<file path="config.mk">
export PLATFORM = sky130hd
export DESIGN_NAME = cpu_sequencer_flat
export DESIGN_NICKNAME = d
export VERILOG_FILES = /design/src/rtl/cpu_pkg.sv /design/src/rtl/cpu_sequencer_if.sv /design/src/rtl/wait_timer.sv /design/src/rtl/cpu_sequencer.sv /design/src/flat_wrapper.sv
export SDC_FILE = /design/constraint.sdc
export NUM_CORES = 1
export LEC_CHECK = 0
export CORE_MARGIN = 5
export CORE_UTILIZATION = 40
export DETAILED_ROUTE_END_ITERATION = 8
export PLACE_DENSITY = 0.71
export SYNTH_ARGS = -nofsm -noshare
export SYNTH_HDL_FRONTEND = slang
export SYNTH_HIERARCHICAL = 1
export SYNTH_SLANG_ARGS = --single-unit
export TNS_END_PERCENT = 30
</file>
<file path="constraint.sdc">
create_clock -name i_clk -period 2 [get_ports i_clk]
set_input_delay 0.3 -clock i_clk [delete_from_list [all_inputs] [get_ports i_clk]]
set_output_delay 0.3 -clock i_clk [all_outputs]
set_load 0.1 [all_outputs]
</file>
<file path="src/rtl/cpu_pkg.sv">
// rtl/cpu_pkg.sv - shared opcodes, state encoding and control codes for the sequencer
//
// Purpose: opcode values, FSM state encoding and ACC/ALU operation codes used by
//          the sequencer decode logic and by its bench.
// Ports:   none (package).
package cpu_pkg;

  localparam logic [7:0] OP_NOP   = 8'h00;
  localparam logic [7:0] OP_ACC1  = 8'h01;
  localparam logic [7:0] OP_ACC2  = 8'h02;
  localparam logic [7:0] OP_ACC3  = 8'h03;
  localparam logic [7:0] OP_ACC4  = 8'h04;
  localparam logic [7:0] OP_ADD   = 8'h05;
  localparam logic [7:0] OP_STORE = 8'h06;
  localparam logic [7:0] OP_LOAD  = 8'h07;
  localparam logic [7:0] OP_JMP   = 8'h08;
  localparam logic [7:0] OP_BRN   = 8'h09;
  localparam logic [7:0] OP_HALT  = 8'hFF;

  localparam logic [1:0] ACCOP_U0 = 2'd0;
  localparam logic [1:0] ACCOP_U1 = 2'd1;
  localparam logic [1:0] ACCOP_U2 = 2'd2;
  localparam logic [1:0] ACCOP_U3 = 2'd3;

  localparam logic [2:0] ALUOP_ADD = 3'b000;

  typedef enum logic [2:0] {
    ST_IDLE,
    ST_FETCH,
    ST_DECODE,
    ST_MEM,
    ST_WB,
    ST_HALT,
    ST_ERR
  } state_t;

  // Unary ACC opcodes 01..04 map onto accop 0..3.
  function automatic logic [1:0] accop_of(input logic [7:0] opc);
    case (opc)
      OP_ACC2: accop_of = ACCOP_U1;
      OP_ACC3: accop_of = ACCOP_U2;
      OP_ACC4: accop_of = ACCOP_U3;
      default: accop_of = ACCOP_U0;
    endcase
  endfunction

endpackage

</file>
<file path="src/rtl/cpu_sequencer_if.sv">
// rtl/cpu_sequencer_if.sv - instruction/data memory handshake bundle
//
// Purpose: groups the fetch and data-memory request/ready signals.
// Signals: imem_rd (fetch request), imem_rdy/ins_in (fetch reply),
//          dmem_rd/dmem_wr/dmem_addr (data request), dmem_rdy (data reply).
// Modports: master = sequencer side, slave = memory side.
interface cpu_sequencer_if #(
  parameter int PC_W = 8
);
  logic            imem_rd;
  logic            imem_rdy;
  logic [15:0]     ins_in;
  logic            dmem_rd;
  logic            dmem_wr;
  logic            dmem_rdy;
  logic [PC_W-1:0] dmem_addr;

  modport master (
    output imem_rd, dmem_rd, dmem_wr, dmem_addr,
    input  imem_rdy, ins_in, dmem_rdy
  );

  modport slave (
    input  imem_rd, dmem_rd, dmem_wr, dmem_addr,
    output imem_rdy, ins_in, dmem_rdy
  );
endinterface

</file>
<file path="src/rtl/wait_timer.sv">
// rtl/wait_timer.sv - bounded wait counter for memory handshakes
//
// Purpose: counts cycles spent waiting for a ready; o_expired is high in the
//          TIMEOUT-th wait cycle after the last clear.
// Ports:   i_clk, i_rst_n (sync active-low), i_clear (restart count),
//          i_enable (count this cycle), o_expired (final wait cycle reached).
module wait_timer #(
  parameter int TIMEOUT = 15
) (
  input  logic i_clk,
  input  logic i_rst_n,
  input  logic i_clear,
  input  logic i_enable,
  output logic o_expired
);
  localparam int W = $clog2(TIMEOUT + 1);
  localparam logic [W-1:0] LAST = W'(TIMEOUT - 1);

  logic [W-1:0] r_count;

  always_ff @(posedge i_clk) begin
    if (!i_rst_n || i_clear) begin
      r_count <= '0;
    end else if (i_enable && !o_expired) begin
      r_count <= r_count + 1'b1;
    end
  end

  // r_count holds the number of completed wait cycles, so the count equals
  // TIMEOUT-1 during the TIMEOUT-th cycle of waiting.
  assign o_expired = (r_count == LAST);
endmodule

</file>
<file path="src/rtl/cpu_sequencer.sv">
// rtl/cpu_sequencer.sv - multi-cycle fetch/decode/execute controller
//
// Purpose: sequences instruction fetch, decode, data access and write-back for
//          the 8-bit accumulator CPU, tolerating variable memory latency.
// Ports:   i_clk, i_rst_n (sync active-low), i_run (start/continue level),
//          i_acc_msb (ACC sign for BRN), mem (memory handshakes, master),
//          o_ir_load, o_pc_inc, o_pc_load, o_pc_target, o_acc_ena, o_accop,
//          o_aluop, o_alu_sel (datapath strobes), o_busy, o_halted,
//          o_illegal (sticky), o_err (sticky).
module cpu_sequencer
  import cpu_pkg::*;
#(
  parameter int PC_W    = 8,
  parameter int TIMEOUT = 15
) (
  input  logic            i_clk,
  input  logic            i_rst_n,
  input  logic            i_run,
  input  logic            i_acc_msb,
  cpu_sequencer_if.master mem,
  output logic            o_ir_load,
  output logic            o_pc_inc,
  output logic            o_pc_load,
  output logic [PC_W-1:0] o_pc_target,
  output logic            o_acc_ena,
  output logic [1:0]      o_accop,
  output logic [2:0]      o_aluop,
  output logic            o_alu_sel,
  output logic            o_busy,
  output logic            o_halted,
  output logic            o_illegal,
  output logic            o_err
);
  state_t      r_state;
  logic [15:0] r_ir;
  logic        r_imem_rd, r_dmem_rd, r_dmem_wr;
  logic        r_ir_load, r_pc_inc, r_pc_load, r_acc_ena, r_alu_sel;
  logic [1:0]  r_accop;
  logic [2:0]  r_aluop;
  logic        r_busy, r_halted, r_illegal, r_err;

  logic [7:0]  w_opc;
  logic [7:0]  w_ir_opc;
  logic        w_waiting;
  logic        w_rdy;
  logic        w_expired;

  assign w_opc     = mem.ins_in[15:8];
  assign w_ir_opc  = r_ir[15:8];
  assign w_waiting = (r_state == ST_FETCH) || (r_state == ST_MEM);
  assign w_rdy     = (r_state == ST_FETCH) ? mem.imem_rdy : mem.dmem_rdy;

  // Clearing whenever a wait completes (not only outside wait states) keeps
  // the count fresh for a STORE that retires straight from MEM into FETCH.
  wait_timer #(.TIMEOUT(TIMEOUT)) u_wait_timer (
    .i_clk     (i_clk),
    .i_rst_n   (i_rst_n),
    .i_clear   (!w_waiting || w_rdy),
    .i_enable  (w_waiting),
    .o_expired (w_expired)
  );

  // Every output is registered on the edge that enters the cycle it belongs
  // to: DECODE strobes are decoded from ins_in on the fetch-ready edge so they
  // coincide with the DECODE cycle, WB strobes are set on the MEM-ready edge.
  always_ff @(posedge i_clk) begin
    if (!i_rst_n) begin
      r_state   <= ST_IDLE;
      r_ir      <= '0;
      r_imem_rd <= 1'b0;
      r_dmem_rd <= 1'b0;
      r_dmem_wr <= 1'b0;
      r_ir_load <= 1'b0;
      r_pc_inc  <= 1'b0;
      r_pc_load <= 1'b0;
      r_acc_ena <= 1'b0;
      r_accop   <= ACCOP_U0;
      r_aluop   <= ALUOP_ADD;
      r_alu_sel <= 1'b0;
      r_busy    <= 1'b0;
      r_halted  <= 1'b0;
      r_illegal <= 1'b0;
      r_err     <= 1'b0;
    end else begin
      r_ir_load <= 1'b0;
      r_pc_inc  <= 1'b0;
      r_pc_load <= 1'b0;
      r_acc_ena <= 1'b0;
      r_accop   <= ACCOP_U0;
      r_aluop   <= ALUOP_ADD;
      r_alu_sel <= 1'b0;

      case (r_state)
        ST_IDLE: begin
          if (i_run) begin
            r_state   <= ST_FETCH;
            r_imem_rd <= 1'b1;
            r_busy    <= 1'b1;
          end
        end

        ST_FETCH: begin
          // Ready wins over an expiring count in the same cycle.
          if (mem.imem_rdy) begin
            r_imem_rd <= 1'b0;
            r_ir      <= mem.ins_in;
            r_ir_load <= 1'b1;
            r_state   <= ST_DECODE;
            case (w_opc)
              OP_NOP: r_pc_inc <= 1'b1;
              OP_ACC1, OP_ACC2, OP_ACC3, OP_ACC4: begin
                r_acc_ena <= 1'b1;
                r_accop   <= accop_of(w_opc);
                r_pc_inc  <= 1'b1;
              end
              OP_ADD, OP_STORE, OP_LOAD, OP_HALT: begin
              end
              OP_JMP: r_pc_load <= 1'b1;
              OP_BRN: begin
                if (i_acc_msb) r_pc_load <= 1'b1;
                else           r_pc_inc  <= 1'b1;
              end
              default: begin
                r_illegal <= 1'b1;
                r_pc_inc  <= 1'b1;
              end
            endcase
          end else if (w_expired) begin
            r_imem_rd <= 1'b0;
            r_err     <= 1'b1;
            r_busy    <= 1'b0;
            r_halted  <= 1'b1;
            r_state   <= ST_ERR;
          end
        end

        ST_DECODE: begin
          case (w_ir_opc)
            OP_ADD, OP_LOAD: begin
              r_dmem_rd <= 1'b1;
              r_state   <= ST_MEM;
            end
            OP_STORE: begin
              r_dmem_wr <= 1'b1;
              r_state   <= ST_MEM;
            end
            OP_HALT: begin
              r_busy   <= 1'b0;
              r_halted <= 1'b1;
              r_state  <= ST_HALT;
            end
            default: begin
              // Single-cycle instructions retire here.
              r_state   <= i_run ? ST_FETCH : ST_IDLE;
              r_imem_rd <= i_run;
              r_busy    <= i_run;
            end
          endcase
        end

        ST_MEM: begin
          if (mem.dmem_rdy) begin
            r_dmem_rd <= 1'b0;
            r_dmem_wr <= 1'b0;
            if (w_ir_opc == OP_STORE) begin
              r_pc_inc  <= 1'b1;
              r_state   <= i_run ? ST_FETCH : ST_IDLE;
              r_imem_rd <= i_run;
              r_busy    <= i_run;
            end else begin
              r_acc_ena <= 1'b1;
              r_pc_inc  <= 1'b1;
              r_alu_sel <= (w_ir_opc == OP_ADD);
              r_aluop   <= ALUOP_ADD;
              r_state   <= ST_WB;
            end
          end else if (w_expired) begin
            r_dmem_rd <= 1'b0;
            r_dmem_wr <= 1'b0;
            r_err     <= 1'b1;
            r_busy    <= 1'b0;
            r_halted  <= 1'b1;
            r_state   <= ST_ERR;
          end
        end

        ST_WB: begin
          r_state   <= i_run ? ST_FETCH : ST_IDLE;
          r_imem_rd <= i_run;
          r_busy    <= i_run;
        end

        ST_HALT, ST_ERR: begin
        end

        default: begin
          r_state   <= ST_IDLE;
          r_imem_rd <= 1'b0;
          r_dmem_rd <= 1'b0;
          r_dmem_wr <= 1'b0;
          r_busy    <= 1'b0;
        end
      endcase
    end
  end

  assign mem.imem_rd   = r_imem_rd;
  assign mem.dmem_rd   = r_dmem_rd;
  assign mem.dmem_wr   = r_dmem_wr;
  assign mem.dmem_addr = r_ir[PC_W-1:0];
  assign o_pc_target   = r_ir[PC_W-1:0];
  assign o_ir_load     = r_ir_load;
  assign o_pc_inc      = r_pc_inc;
  assign o_pc_load     = r_pc_load;
  assign o_acc_ena     = r_acc_ena;
  assign o_accop       = r_accop;
  assign o_aluop       = r_aluop;
  assign o_alu_sel     = r_alu_sel;
  assign o_busy        = r_busy;
  assign o_halted      = r_halted;
  assign o_illegal     = r_illegal;
  assign o_err         = r_err;
endmodule
</file>
<file path="src/flat_wrapper.sv">
// flat-port wrapper written by rule: the top's interface ports become plain ports
module cpu_sequencer_flat import cpu_pkg::*;
#(
  parameter int PC_W    = 8,
  parameter int TIMEOUT = 15
)
  (i_clk, i_rst_n, i_run, i_acc_msb, o_ir_load, o_pc_inc, o_pc_load, o_pc_target, o_acc_ena, o_accop, o_aluop, o_alu_sel, o_busy, o_halted, o_illegal, o_err, mem_imem_rd, mem_dmem_rd, mem_dmem_wr, mem_dmem_addr, mem_imem_rdy, mem_ins_in, mem_dmem_rdy);
  cpu_sequencer_if #(.PC_W(PC_W)) mem_i ();
  input  logic i_clk;
  input  logic i_rst_n;
  input  logic i_run;
  input  logic i_acc_msb;
  output logic o_ir_load;
  output logic o_pc_inc;
  output logic o_pc_load;
  output logic [PC_W-1:0] o_pc_target;
  output logic o_acc_ena;
  output logic [1:0] o_accop;
  output logic [2:0] o_aluop;
  output logic o_alu_sel;
  output logic o_busy;
  output logic o_halted;
  output logic o_illegal;
  output logic o_err;
  output wire logic [$bits(mem_i.imem_rd)-1:0] mem_imem_rd;
  output wire logic [$bits(mem_i.dmem_rd)-1:0] mem_dmem_rd;
  output wire logic [$bits(mem_i.dmem_wr)-1:0] mem_dmem_wr;
  output wire logic [$bits(mem_i.dmem_addr)-1:0] mem_dmem_addr;
  input wire logic [$bits(mem_i.imem_rdy)-1:0] mem_imem_rdy;
  input wire logic [$bits(mem_i.ins_in)-1:0] mem_ins_in;
  input wire logic [$bits(mem_i.dmem_rdy)-1:0] mem_dmem_rdy;
  assign mem_imem_rd = mem_i.imem_rd;
  assign mem_dmem_rd = mem_i.dmem_rd;
  assign mem_dmem_wr = mem_i.dmem_wr;
  assign mem_dmem_addr = mem_i.dmem_addr;
  assign mem_i.imem_rdy = mem_imem_rdy;
  assign mem_i.ins_in = mem_ins_in;
  assign mem_i.dmem_rdy = mem_dmem_rdy;
  cpu_sequencer #(.PC_W(PC_W), .TIMEOUT(TIMEOUT)) u_core (.i_clk(i_clk), .i_rst_n(i_rst_n), .i_run(i_run), .i_acc_msb(i_acc_msb), .mem(mem_i), .o_ir_load(o_ir_load), .o_pc_inc(o_pc_inc), .o_pc_load(o_pc_load), .o_pc_target(o_pc_target), .o_acc_ena(o_acc_ena), .o_accop(o_accop), .o_aluop(o_aluop), .o_alu_sel(o_alu_sel), .o_busy(o_busy), .o_halted(o_halted), .o_illegal(o_illegal), .o_err(o_err));
endmodule
</file>
==> results.sh <==
export IMPL_firstDrtPassIters=4
export IMPL_fmax_mhz=521.7
export IMPL_path_clk_slew_ps=70
export IMPL_setup_viol=0
export IMPL_synth_flop_cell="dfxtp_1"
export IMPL_critPathKind="reg2reg"
export IMPL_n_antenna_cell=0
export IMPL_min_path_cells=2
export IMPL_final_setup_tns_ps=0
export IMPL_htreeDepth=2
export IMPL_avgSynthCellArea_um2=7.836
export IMPL_hp_start="u_core/r_ir[3]$_SDFFE_PN0P_"
export IMPL_path_buf_inv=2
export IMPL_yosysTopAreaCell="dfxtp_1"
export IMPL_fin_crit_sh_pct=95.85
export IMPL_cts_buffers=5
export IMPL_rrSetupSlack_ps=80
export IMPL_hold_ws_ps=469.3
export IMPL_dp_hpwl_um=3630
export IMPL_place_ws_ps=-127.9
export IMPL_totalWireLength_um=4970
export IMPL_finClkSkew_ps=8.929
export IMPL_async_reset_ff_share_pct=0
export IMPL_synth_area_um2=1998
export IMPL_holdPathEnd="u_core/r_ir[3]$_SDFFE_PN0P_"
export IMPL_area_delta_synth_final_pct=29.68
export IMPL_synth_most_common_cell="nand2_1"
export IMPL_leakage_nw=1.053
export IMPL_routed_via_density=5.106
export IMPL_fin_util_pct=54.14
export IMPL_die_y_um=80.68
export IMPL_grt_pass1_wl_um=7838
export IMPL_coreArea_um2=4786
export IMPL_outcome="finished clean"
export IMPL_synthCells=255
export IMPL_gp_congestion=0.9116
export IMPL_wl_per_cell_um=13.47
export IMPL_min_period_ps=1917
export IMPL_setup_ws_ps=83.04
export IMPL_cp_top_family="simple AND/OR/NAND/NOR gates"
export IMPL_r2r_end="u_core/mem.imem_rd$_SDFFE_PN0P_"
export IMPL_chipWidth_um=80.68
export IMPL_ant_nets=0
export IMPL_grt_pass1_vias=1728
export IMPL_cts_tree="done"
export IMPL_slew_violations=0
export IMPL_synth_edf_count=0
export IMPL_critical_path_max_stage_delay_ps=420
export IMPL_synthTopCellsByArea="dfxtp_1, buf_4, nand2_1"
export IMPL_setup_worst_path_end_class="flip-flop"
export IMPL_crit_top_cell="inv_1"
export IMPL_hold_violations=0
export IMPL_vias=1884
export IMPL_cp_depth=8
export IMPL_crit_required_ps=2220
export IMPL_numPortBuffers=51
export IMPL_synth_warnings=6
export IMPL_max_cap_violations=0
export IMPL_synth_seq_cells=37
export IMPL_peakVddDrop_v=0.0005111
export IMPL_cts_root_buf="clkbuf_8"
export IMPL_hold_class="reg2reg"
export IMPL_die_area_um2=6509
export IMPL_grtUsageTotal_pct=15.34
export IMPL_synth_seq_area_share_pct=37.07
export IMPL_nets=325
export IMPL_arrival_ps=2140
export IMPL_antenna_found_initial=0
export IMPL_drive_gt1_share_pct=23.51
export IMPL_tightest_slew_ps=613.9
export IMPL_path_cells="inv_1 -> ha_1 -> nand3_2 -> inv_1 -> nor2_1 -> a311o_2 -> nor4_2 -> mux2i_1"
export IMPL_yosys_cell_types_count=53
export IMPL_slowest_stage="a311o_2"
export IMPL_insertion_delay_ps=300
export IMPL_drt_iter0_drc=128
export IMPL_critical_path_startpoint_type="flip-flop"
export IMPL_synth_top_area_share_pct=37.07
export IMPL_rows=25
export IMPL_cts_sinks=37
export IMPL_pwr_density_cell_nw_per_um2=740.4
export IMPL_grt_max_degree=18
export IMPL_reg2regPathDepth=8
export IMPL_slew_headroom_pct=58.70
export IMPL_clk_path_buf_depth=2
export IMPL_io_pins=55
export IMPL_synth_top_cells_by_count="nand2_1, dfxtp_1, a21oi_1"
export IMPL_cp_max_fo=6
export IMPL_initial_core_util_pct=41.75
export IMPL_route_detailed_drc=0
export IMPL_grt_overflow_total=0
export IMPL_reg2reg_from="u_core/u_wait_timer/r_count[0]$_SDFFE_PP0P_"
## power by group
group	switching, W	internal (W)	total (W)
registers	0.0000258	0.000770	0.000796
logic	0.000390	0.000174	0.000564
clock network	0.000280	0.000279	0.000559
## worst max path at each step
| stage | startpoint | to | slack [ps] |
|---|---|---|---|
| floorplan | u_core/u_wait_timer/r_count[0]$_SDFFE_PP0P_ | u_core/mem.imem_rd$_SDFFE_PN0P_ | 60 |
| global placement | mem_ins_in[15] | u_core/o_illegal$_SDFFE_PN0P_ | -60 |
| detailed placement | mem_ins_in[15] | u_core/o_illegal$_SDFFE_PN0P_ | -130 |
| CTS | u_core/r_ir[11]$_SDFFE_PN0P_ | u_core/mem.imem_rd$_SDFFE_PN0P_ | 80 |
| global route | u_core/u_wait_timer/r_count[0]$_SDFFE_PP0P_ | u_core/mem.imem_rd$_SDFFE_PN0P_ | -20 |
| finish | u_core/u_wait_timer/r_count[0]$_SDFFE_PP0P_ | u_core/mem.imem_rd$_SDFFE_PN0P_ | 80 |
## through the flow
| step | std cells | total power [W] | area (µm²) |
|---|---|---|---|
| 6_report | 369 | 0.001919 | 2591 |
| 5_1_grt | 369 | 0.002004 | 2591 |
| 4_1_cts | 369 | 0.001929 | 2575 |
| 3_5_place_dp | 361 | 0.001369 | 2479 |
| 3_3_place_gp | 361 | 0.001366 | 2479 |
| 2_1_floorplan | 257 | 0.001238 | 2006 |
## flip-flops by register name (all words and copies together) (netlist names)
name / flops
u_core/o_busy: 1
u_core/mem.imem_rd: 1
u_core/o_illegal: 1
u_core/o_pc_load: 1
u_core/mem.dmem_wr: 1
u_core/o_acc_ena: 1
u_core/o_err: 1
u_core/o_halted: 1
u_core/u_wait_timer/r_count: 4
u_core/o_pc_inc: 1
u_core/r_ir: 16
u_core/o_ir_load: 1
u_core/mem.dmem_rd: 1
u_core/r_state: 3
u_core/o_accop: 2
u_core/o_alu_sel: 1
## metal layers
layer	routed length, µm	GRT usage, %
met1	2318	20.66
met3	446	4.821
met2	2150	23.34
met4	55	4.561
met5	0	0
## placed cells by master, fill, tap and decap left out, types with 2 or more instances in the layout
master / netlist / routed
clkbuf_8: 0 / 6
nor4_2: 0 / 2
o21ai_0: 9 / 9
o32ai_1: 3 / 3
o21a_1: 2 / 2
a21oi_1: 25 / 25
nand2b_1: 4 / 4
a31oi_1: 2 / 2
clkdlybuf4s50_1: 0 / 21
o22ai_1: 2 / 2
a22oi_1: 2 / 2
dfxtp_1: 37 / 37
nand2_1: 43 / 43
nor3_1: 6 / 6
nand3_1: 3 / 3
inv_1: 12 / 12
o31ai_1: 2 / 2
conb_1: 1 / 3
nand4_1: 4 / 4
ha_1: 2 / 2
nor2_1: 18 / 18
nor3b_1: 2 / 2
buf_4: 23 / 52
nor4_1: 8 / 6
nor2b_1: 3 / 3
## worst register-to-register path, delay by kind of cell (launching register included)
kind / cells / cell delay [ps]
muxes: 1 / 230
and+or+nand+nor: 3 / 470
adders and majority gates: 1 / 200
AOI/OAI and AO/OA: 1 / 420
DFF: 1 / 330
buffers and inverters: 2 / 200
## timing repair
action | in CTS | in global routing
endpoints found under the setup margin | 0 | 3
gates resized for setup | 0 | 3
hold endpoints to repair | 0 | 0
hold buffers | 0 | 0
setup buffers | 0 | 0
## logic make-up (layout without fill, tap and decap cells)
family / count (synthesis) / count (layout) / share of synthesized area [%]
XOR/XNOR: 2 / 2 / 0.8768
flip-flops: 37 / 37 / 37.07
buffers and inverters: 48 / 93 / 13.59
AND/OR/NAND/NOR: 104 / 104 / 26.17
adder cells (fa/ha/maj): 3 / 3 / 1.753
other: 1 / 3 / 0.1877
multiplexers: 1 / 1 / 0.5010
AO/OA/AOI/OAI: 59 / 59 / 19.85
## cell type report
| cell class | count | area (µm²) |
|---|---|---|
| Multi-Input combinational cell | 172 | 1025 |
| Inverter | 12 | 45.04 |
| Clock buffer | 6 | 82.58 |
| Timing Repair Buffer | 73 | 600.6 |
| Fill cell | 466 | 2195 |
| Sequential cell | 37 | 740.7 |
| Clock inverter | 2 | 13.76 |
| Tap cell | 67 | 83.83 |
Power figures use the tool's default switching activity.
